===== config.mk =====
export PLATFORM = sky130hd
export DESIGN_NAME = axis_write_arbiter
export DESIGN_NICKNAME = d
export VERILOG_FILES = /design/src/rtl/axis_arb_pkg.sv /design/src/rtl/axis_fifo2.sv /design/src/rtl/axis_write_arbiter.sv
export SDC_FILE = /design/constraint.sdc
export NUM_CORES = 1
export LEC_CHECK = 0
export BUFFER_PORTS_ARGS = -buffer_cell sky130_fd_sc_hd__buf_2
export CAP_MARGIN = 10
export CELL_PAD_IN_SITES_DETAIL_PLACEMENT = 0
export CELL_PAD_IN_SITES_GLOBAL_PLACEMENT = 2
export CORE_UTILIZATION = 30
export CTS_BUF_LIST = sky130_fd_sc_hd__clkbuf_2
export CTS_CLUSTER_SIZE = 24
export DETAILED_ROUTE_END_ITERATION = 6
export PLACE_DENSITY = 0.78
export SLEW_MARGIN = 20
export SYNTH_ARGS = -nofsm -noshare
export SYNTH_HDL_FRONTEND = slang
export SYNTH_SLANG_ARGS = --single-unit

===== constraint.sdc =====
create_clock -name axis_aclk -period 8.35 [get_ports axis_aclk]
set_input_delay 1.2525 -clock axis_aclk [delete_from_list [all_inputs] [get_ports axis_aclk]]
set_output_delay 1.2525 -clock axis_aclk [all_outputs]
set_load 0.01 [all_outputs]

===== src/rtl/axis_arb_pkg.sv =====
// axis_arb_pkg: shared state encoding, grant constants and FIFO sizing for
// the two-port AXI-Stream write arbiter and its output FIFO.
package axis_arb_pkg;

  // Arbiter states: idle or holding a packet-long grant on one port.
  typedef enum logic [1:0] {
    ST_IDLE = 2'b00,
    ST_GNT0 = 2'b01,
    ST_GNT1 = 2'b10
  } arb_state_t;

  // One-hot grant values presented on the grant port.
  localparam logic [1:0] GRANT_NONE = 2'b00;
  localparam logic [1:0] GRANT_0    = 2'b01;
  localparam logic [1:0] GRANT_1    = 2'b10;

  // Output FIFO sizing; the count needs to represent 0..FIFO_DEPTH.
  localparam int FIFO_DEPTH   = 2;
  localparam int FIFO_COUNT_W = $clog2(FIFO_DEPTH + 1);

  // Map an arbiter state onto its one-hot grant.
  function automatic logic [1:0] grant_of(input arb_state_t st);
    case (st)
      ST_GNT0: return GRANT_0;
      ST_GNT1: return GRANT_1;
      default: return GRANT_NONE;
    endcase
  endfunction

endpackage


===== src/rtl/axis_fifo2.sv =====
// axis_fifo2: two-entry register FIFO for stream beats. Entry slot0 is always
// the head, so the read side is a plain register with no read pointer. The
// head is forced to zero while empty so a flushed FIFO drives quiet outputs.
module axis_fifo2
  import axis_arb_pkg::*;
#(
  parameter int WIDTH = 37
) (
  input  logic                    clk,
  input  logic                    rst,
  input  logic                    push,
  input  logic [WIDTH-1:0]        push_data,
  input  logic                    pop,
  output logic [WIDTH-1:0]        head_data,
  output logic                    head_valid,
  output logic [FIFO_COUNT_W-1:0] count
);

  logic [WIDTH-1:0]        slot0_q;
  logic [WIDTH-1:0]        slot1_q;
  logic [FIFO_COUNT_W-1:0] count_q;
  logic                    full;
  logic                    push_en;
  logic                    pop_en;

  assign full       = (count_q == FIFO_COUNT_W'(FIFO_DEPTH));
  assign head_valid = (count_q != '0);
  assign push_en    = push && !full;
  assign pop_en     = pop && head_valid;
  assign head_data  = head_valid ? slot0_q : '0;
  assign count      = count_q;

  // Occupancy: a simultaneous push and pop leaves the count unchanged.
  always_ff @(posedge clk) begin
    // NOTE: sequential state is written with <= so every register sees pre-edge values.
    if (rst) begin
      count_q <= '0;
    end else if (push_en && !pop_en) begin
      count_q <= count_q + FIFO_COUNT_W'(1);
    end else if (pop_en && !push_en) begin
      count_q <= count_q - FIFO_COUNT_W'(1);
    end
  end

  // Payload slots: pop shifts slot1 forward, push fills the first free slot.
  always_ff @(posedge clk) begin
    // NOTE: the payload slots are deliberately not reset; count_q alone defines
    // which slots hold data, and the head is masked to zero when empty.
    if (pop_en) begin
      if (push_en) begin
        slot0_q <= push_data;        // only possible with one entry held
      end else begin
        slot0_q <= slot1_q;
      end
    end else if (push_en) begin
      if (count_q == '0) begin
        slot0_q <= push_data;
      end else begin
        slot1_q <= push_data;
      end
    end
  end

endmodule


===== src/rtl/axis_write_arbiter.sv =====
// axis_write_arbiter: packet-granular round-robin arbiter that merges two
// AXI-Stream producers onto the single write stream of memory_controller.
// A grant is held from the first beat of a packet until its tlast beat is
// accepted; granted beats are buffered in a two-entry FIFO so the producer
// readies depend only on registers.
module axis_write_arbiter
  import axis_arb_pkg::*;
#(
  parameter int DATA_WIDTH = 32,
  parameter int STRB_WIDTH = DATA_WIDTH / 8
) (
  input  logic                  axis_aclk,
  input  logic                  axis_areset,

  input  logic [DATA_WIDTH-1:0] s00_axis_tdata,
  input  logic [STRB_WIDTH-1:0] s00_axis_tstrb,
  input  logic                  s00_axis_tvalid,
  input  logic                  s00_axis_tlast,
  output logic                  s00_axis_tready,

  input  logic [DATA_WIDTH-1:0] s01_axis_tdata,
  input  logic [STRB_WIDTH-1:0] s01_axis_tstrb,
  input  logic                  s01_axis_tvalid,
  input  logic                  s01_axis_tlast,
  output logic                  s01_axis_tready,

  output logic [DATA_WIDTH-1:0] m00_axis_tdata,
  output logic [STRB_WIDTH-1:0] m00_axis_tstrb,
  output logic                  m00_axis_tvalid,
  output logic                  m00_axis_tlast,
  input  logic                  m00_axis_tready,

  output logic [1:0]            grant
);

  localparam int BEAT_W = DATA_WIDTH + STRB_WIDTH + 1;

  // One stream beat as stored in the FIFO.
  typedef struct packed {
    logic                  last;
    logic [STRB_WIDTH-1:0] strb;
    logic [DATA_WIDTH-1:0] data;
  } beat_t;

  arb_state_t              state_q;
  arb_state_t              state_d;
  logic                    last_grant_q;
  logic                    last_grant_d;

  beat_t                   in0_beat;
  beat_t                   in1_beat;
  beat_t                   push_beat;
  beat_t                   head_beat;
  logic                    push;
  logic                    pop;
  logic                    fifo_valid;
  logic [FIFO_COUNT_W-1:0] fifo_count;
  logic                    fifo_has_room;

  assign in0_beat = '{last: s00_axis_tlast, strb: s00_axis_tstrb, data: s00_axis_tdata};
  assign in1_beat = '{last: s01_axis_tlast, strb: s01_axis_tstrb, data: s01_axis_tdata};

  // Room is judged from the registered count only, which keeps the producer
  // readies free of any combinational path from m00_axis_tready.
  assign fifo_has_room = (fifo_count != FIFO_COUNT_W'(FIFO_DEPTH));
  assign pop           = fifo_valid && m00_axis_tready;

  axis_fifo2 #(
    .WIDTH (BEAT_W)
  ) u_fifo (
    .clk        (axis_aclk),
    .rst        (axis_areset),
    .push       (push),
    .push_data  (push_beat),
    .pop        (pop),
    .head_data  (head_beat),
    .head_valid (fifo_valid),
    .count      (fifo_count)
  );

  // Arbiter state and the port that most recently finished a packet.
  // last_grant resets to 1 so port 0 wins the first tie.
  always_ff @(posedge axis_aclk) begin
    if (axis_areset) begin
      state_q      <= ST_IDLE;
      last_grant_q <= 1'b1;
    end else begin
      state_q      <= state_d;
      last_grant_q <= last_grant_d;
    end
  end

  // Next-state, producer readies and FIFO push selection.
  always_comb begin
    // NOTE: every variable written here gets a default first, so no path can infer a latch.
    state_d         = state_q;
    last_grant_d    = last_grant_q;
    s00_axis_tready = 1'b0;
    s01_axis_tready = 1'b0;
    push            = 1'b0;
    push_beat       = '0;

    case (state_q)
      ST_IDLE: begin
        // Registered decision: the first beat is accepted one cycle later.
        if (s00_axis_tvalid && s01_axis_tvalid) begin
          state_d = last_grant_q ? ST_GNT0 : ST_GNT1;
        end else if (s00_axis_tvalid) begin
          state_d = ST_GNT0;
        end else if (s01_axis_tvalid) begin
          state_d = ST_GNT1;
        end
      end

      ST_GNT0: begin
        s00_axis_tready = fifo_has_room;
        push_beat       = in0_beat;
        if (s00_axis_tvalid && fifo_has_room) begin
          push = 1'b1;
          if (s00_axis_tlast) begin
            // Hand over without a bubble when the other port is waiting.
            last_grant_d = 1'b0;
            state_d      = s01_axis_tvalid ? ST_GNT1 : ST_IDLE;
          end
        end
      end

      ST_GNT1: begin
        s01_axis_tready = fifo_has_room;
        push_beat       = in1_beat;
        if (s01_axis_tvalid && fifo_has_room) begin
          push = 1'b1;
          if (s01_axis_tlast) begin
            last_grant_d = 1'b1;
            state_d      = s00_axis_tvalid ? ST_GNT0 : ST_IDLE;
          end
        end
      end

      default: begin
        state_d = ST_IDLE;
      end
    endcase
  end

  assign m00_axis_tvalid = fifo_valid;
  assign m00_axis_tdata  = head_beat.data;
  assign m00_axis_tstrb  = head_beat.strb;
  assign m00_axis_tlast  = head_beat.last;
  assign grant           = grant_of(state_q);

endmodule


==> results.py <==
metrics = {
    "cts": {
        "post-cts-setup-buffers": 0,
        "post_cts_resized": 0,
        "clk-insertion-delay-late_ps": 500,
        "clk_pin_slew_worst_paths_ps": 220,
        "holdBufCountCts": 0,
        "h-tree-depth": 3,
        "cts_root_buf": "clkbuf_2",
        "cts_buffers": 9,
        "cts_tree": "built",
        "cts_buffer_depth": 2,
        "cts.sinks": 79,
    },
    "floorplanning": {
        "die_w_um": 118.6,
        "die_y_um": 118.6,
        "rows": 42,
        "boundaryPins": 121,
        "initial_core_util": 0.3077,
        "core_area_sq_um": 13240,
        "die_area_sq_um": 14050,
    },
    "power": {
        "leakage_nw": 1.919,
        "power_per_cell_area_nw_per_um2": 274.1,
        "ir_drop_v": 0.0002133,
    },
    "logic_synthesis": {
        "ys_ff_latch": 79,
        "synth-edff-count": 74,
        "yosysSeqAreaShare": 0.5698,
        "synthTopCellsByCount": "edfxtp_1 (74), and2_1 (39), a22oi_1 (38), nor2b_1 (38), mux2_4 (30)",
        "synth.avg_cell_area_sq_um": 13.96,
        "ys_warn_count": 0,
        "synthCells": 292,
        "ys_dominant_reg_cell": "edfxtp_1",
        "synth.area.top_cells": "edfxtp_1 (55%), mux2_4 (11%), a22oi_1 (7.0%), and2_1 (6.0%), nor2b_1 (5.8%)",
        "synth_top_area_share": 0.5453,
        "syn-cell-area_sq_um": 4075,
        "synthArstFlopShare": 0,
        "yosysTopAreaCell": "edfxtp_1",
        "synth_fp_nets": 378,
        "synth.distinct_cells": 34,
        "yosysMostFrequentCell": "edfxtp_1",
    },
    "route": {
        "routed-via-count": 2650,
        "viasPerCell": 4.514,
        "drt_pass1_iterations": 4,
        "wire_per_inst_um": 15.17,
        "drc": 0,
        "ant_nets": 0,
        "wl_um": 8905,
        "initialDrtViolationCount": 117,
    },
    "grt": {
        "grt_max_degree": 43,
        "grt_pass1_vias": 2777,
        "track_usage": 0.1321,
        "antenna_found_initial": 2,
        "grt_pass1_wl_um": 14260,
        "overflow": 0,
    },
    "cells_and_area": {
        "final_net_count": 490,
        "drive_gt1_frac": 0.4523,
        "syn2layout_area_growth_pct": 21.28,
        "final_cell_area_sq_um": 4942,
        "fill_cells": 1325,
        "final_cells": 587,
    },
    "critical_path": {
        "start_kind": "flip-flop",
        "critPathTopFamily": "adder cells",
        "endpoint": "s01_axis_tready",
        "cp_num_cells": 4,
        "critPathCaptureType": "output port",
        "arrival_ps": 2200,
        "crit_chain": "inv_1 -> ha_2 -> and2_1 -> buf_2",
        "ff2ff_path_depth": 6,
        "critPathMaxStageDelay_ps": 770,
        "worst_ep_required_time_ps": 7100,
        "critPathKind": "reg2out",
        "worst_path_max_delay_cell": "ha_2",
        "r2r_start": "state_q[0]",
        "reg2reg_setup_slack_ps": 5440,
        "r2r-end": "u_fifo.slot0_q[0]",
        "crit_buf_inv": 2,
        "cp-startpoint": "state_q[0]",
        "crit_fanout": 42,
    },
    "sta": {
        "setup_viol_count_final": 0,
        "relSlewSlack": 0.4208,
        "fin_hold_ws_ps": 540.6,
        "fin_crit_ps": 3453,
        "setup_tns_ps": 0,
        "tightest_slew_ps": 868.8,
        "period_share": 0.4135,
        "skew_ps": 27.19,
        "slew_viol_final": 0,
        "hold_viol": 0,
        "rsz0062_at_grt": "no",
        "worst_slack_ps": 4897,
        "max_freq_mhz": 289.6,
    },
    "placement": {
        "dp_cells": 569,
        "port_buffers": 120,
        "dpl_worst_slack_ps": 5158,
        "dpl.hpwl_um": 6047,
        "routabilityCongestion": 0.7057,
        "place_area_sq_um": 4792,
    },
    "outcome": {
        "status": "finished, final reports clean",
    },
    "min_path": {
        "min_path_type": "reg2reg",
        "min_path_cells": 2,
    },
    "flow_run": {
        "cap_violations": 0,
    },
}
worst min-delay path: cells and delay by family, from the launching register on:
| kind | cells | cell delay (ps) |
|---|---|---|
| flops | 1 | 380 |
| compound gates | 2 | 150 |
registers in the layout, indices dropped and copies added (netlist names):
name,count
u_fifo.slot0_q,37
u_fifo.slot1_q,37
last_grant_q,1
state_q,2
u_fifo.count,2
routing by layer:
metal	vias up	global-route usage	wire length [um]
met2	72	0.2251	4430
met4	0	0.04035	57
met5	-	0	0
li1	1305	-	-
met3	4	0.03089	407
met1	1269	0.1652	4009
worst min-delay path by stage:
stage                             startpoint                  to  slack, ps
after CTS                    u_fifo.count[1]     u_fifo.count[1]        540
after detailed placement     u_fifo.count[1]     u_fifo.count[1]        510
after floorplan              u_fifo.count[1]     u_fifo.count[1]        460
after global routing      u_fifo.slot1_q[27]  u_fifo.slot0_q[27]        570
after global placement       u_fifo.count[1]     u_fifo.count[1]        480
final                        u_fifo.count[1]     u_fifo.count[1]        540
layout by cell type (no fill, tap or decap), drive strengths merged, types with 4 or more instances in the layout:
cell type	count
mux2	37
nand2	5
ha	7
a22oi	38
edfxtp	74
nand2b	4
dfxtp	5
inv	4
nor2b	38
buf	122
and2	39
clkbuf	10
kinds of logic after synthesis:
logic type / Yosys count / share of synthesized area
buf+inv: 23 / 0.03623
fa+ha+maj: 7 / 0.02149
flops: 79 / 0.5699
xor+xnor: 2 / 0.004299
simple gates: 95 / 0.1483
mux: 39 / 0.1348
compound gates: 47 / 0.08505
layout make-up:
class,count,area (sq um),area share
Sequential cell,79,2322,0.4699
Clock inverter,6,92.59,0.01873
Clock buffer,10,50.05,0.01013
Inverter,2,7.507,0.001519
Antenna cell,2,5.005,0.001013
Tap cell,176,220.2,0.04456
Timing Repair Buffer,122,615.6,0.1246
Multi-Input combinational cell,190,1629,0.3296
where the power goes:
part	leakage [nW]	switching (mW)	internal [mW]
combinational	1.11	0.310	0.264
sequential	0.728	0.0181	0.519
clock	0.0792	0.140	0.102
total	1.92	0.469	0.886
per-stage QoR:
| step | total power, mW | utilization |
|---|---|---|
| global route | 1.443 | 0.3730 |
| detailed placement | 1.135 | 0.3619 |
| CTS | 1.378 | 0.3726 |
| global placement | 1.122 | 0.3619 |
| floorplan | 0.9779 | - |
| finish | 1.354 | 0.3732 |
No activity file was read; power rests on OpenSTA's default activity.
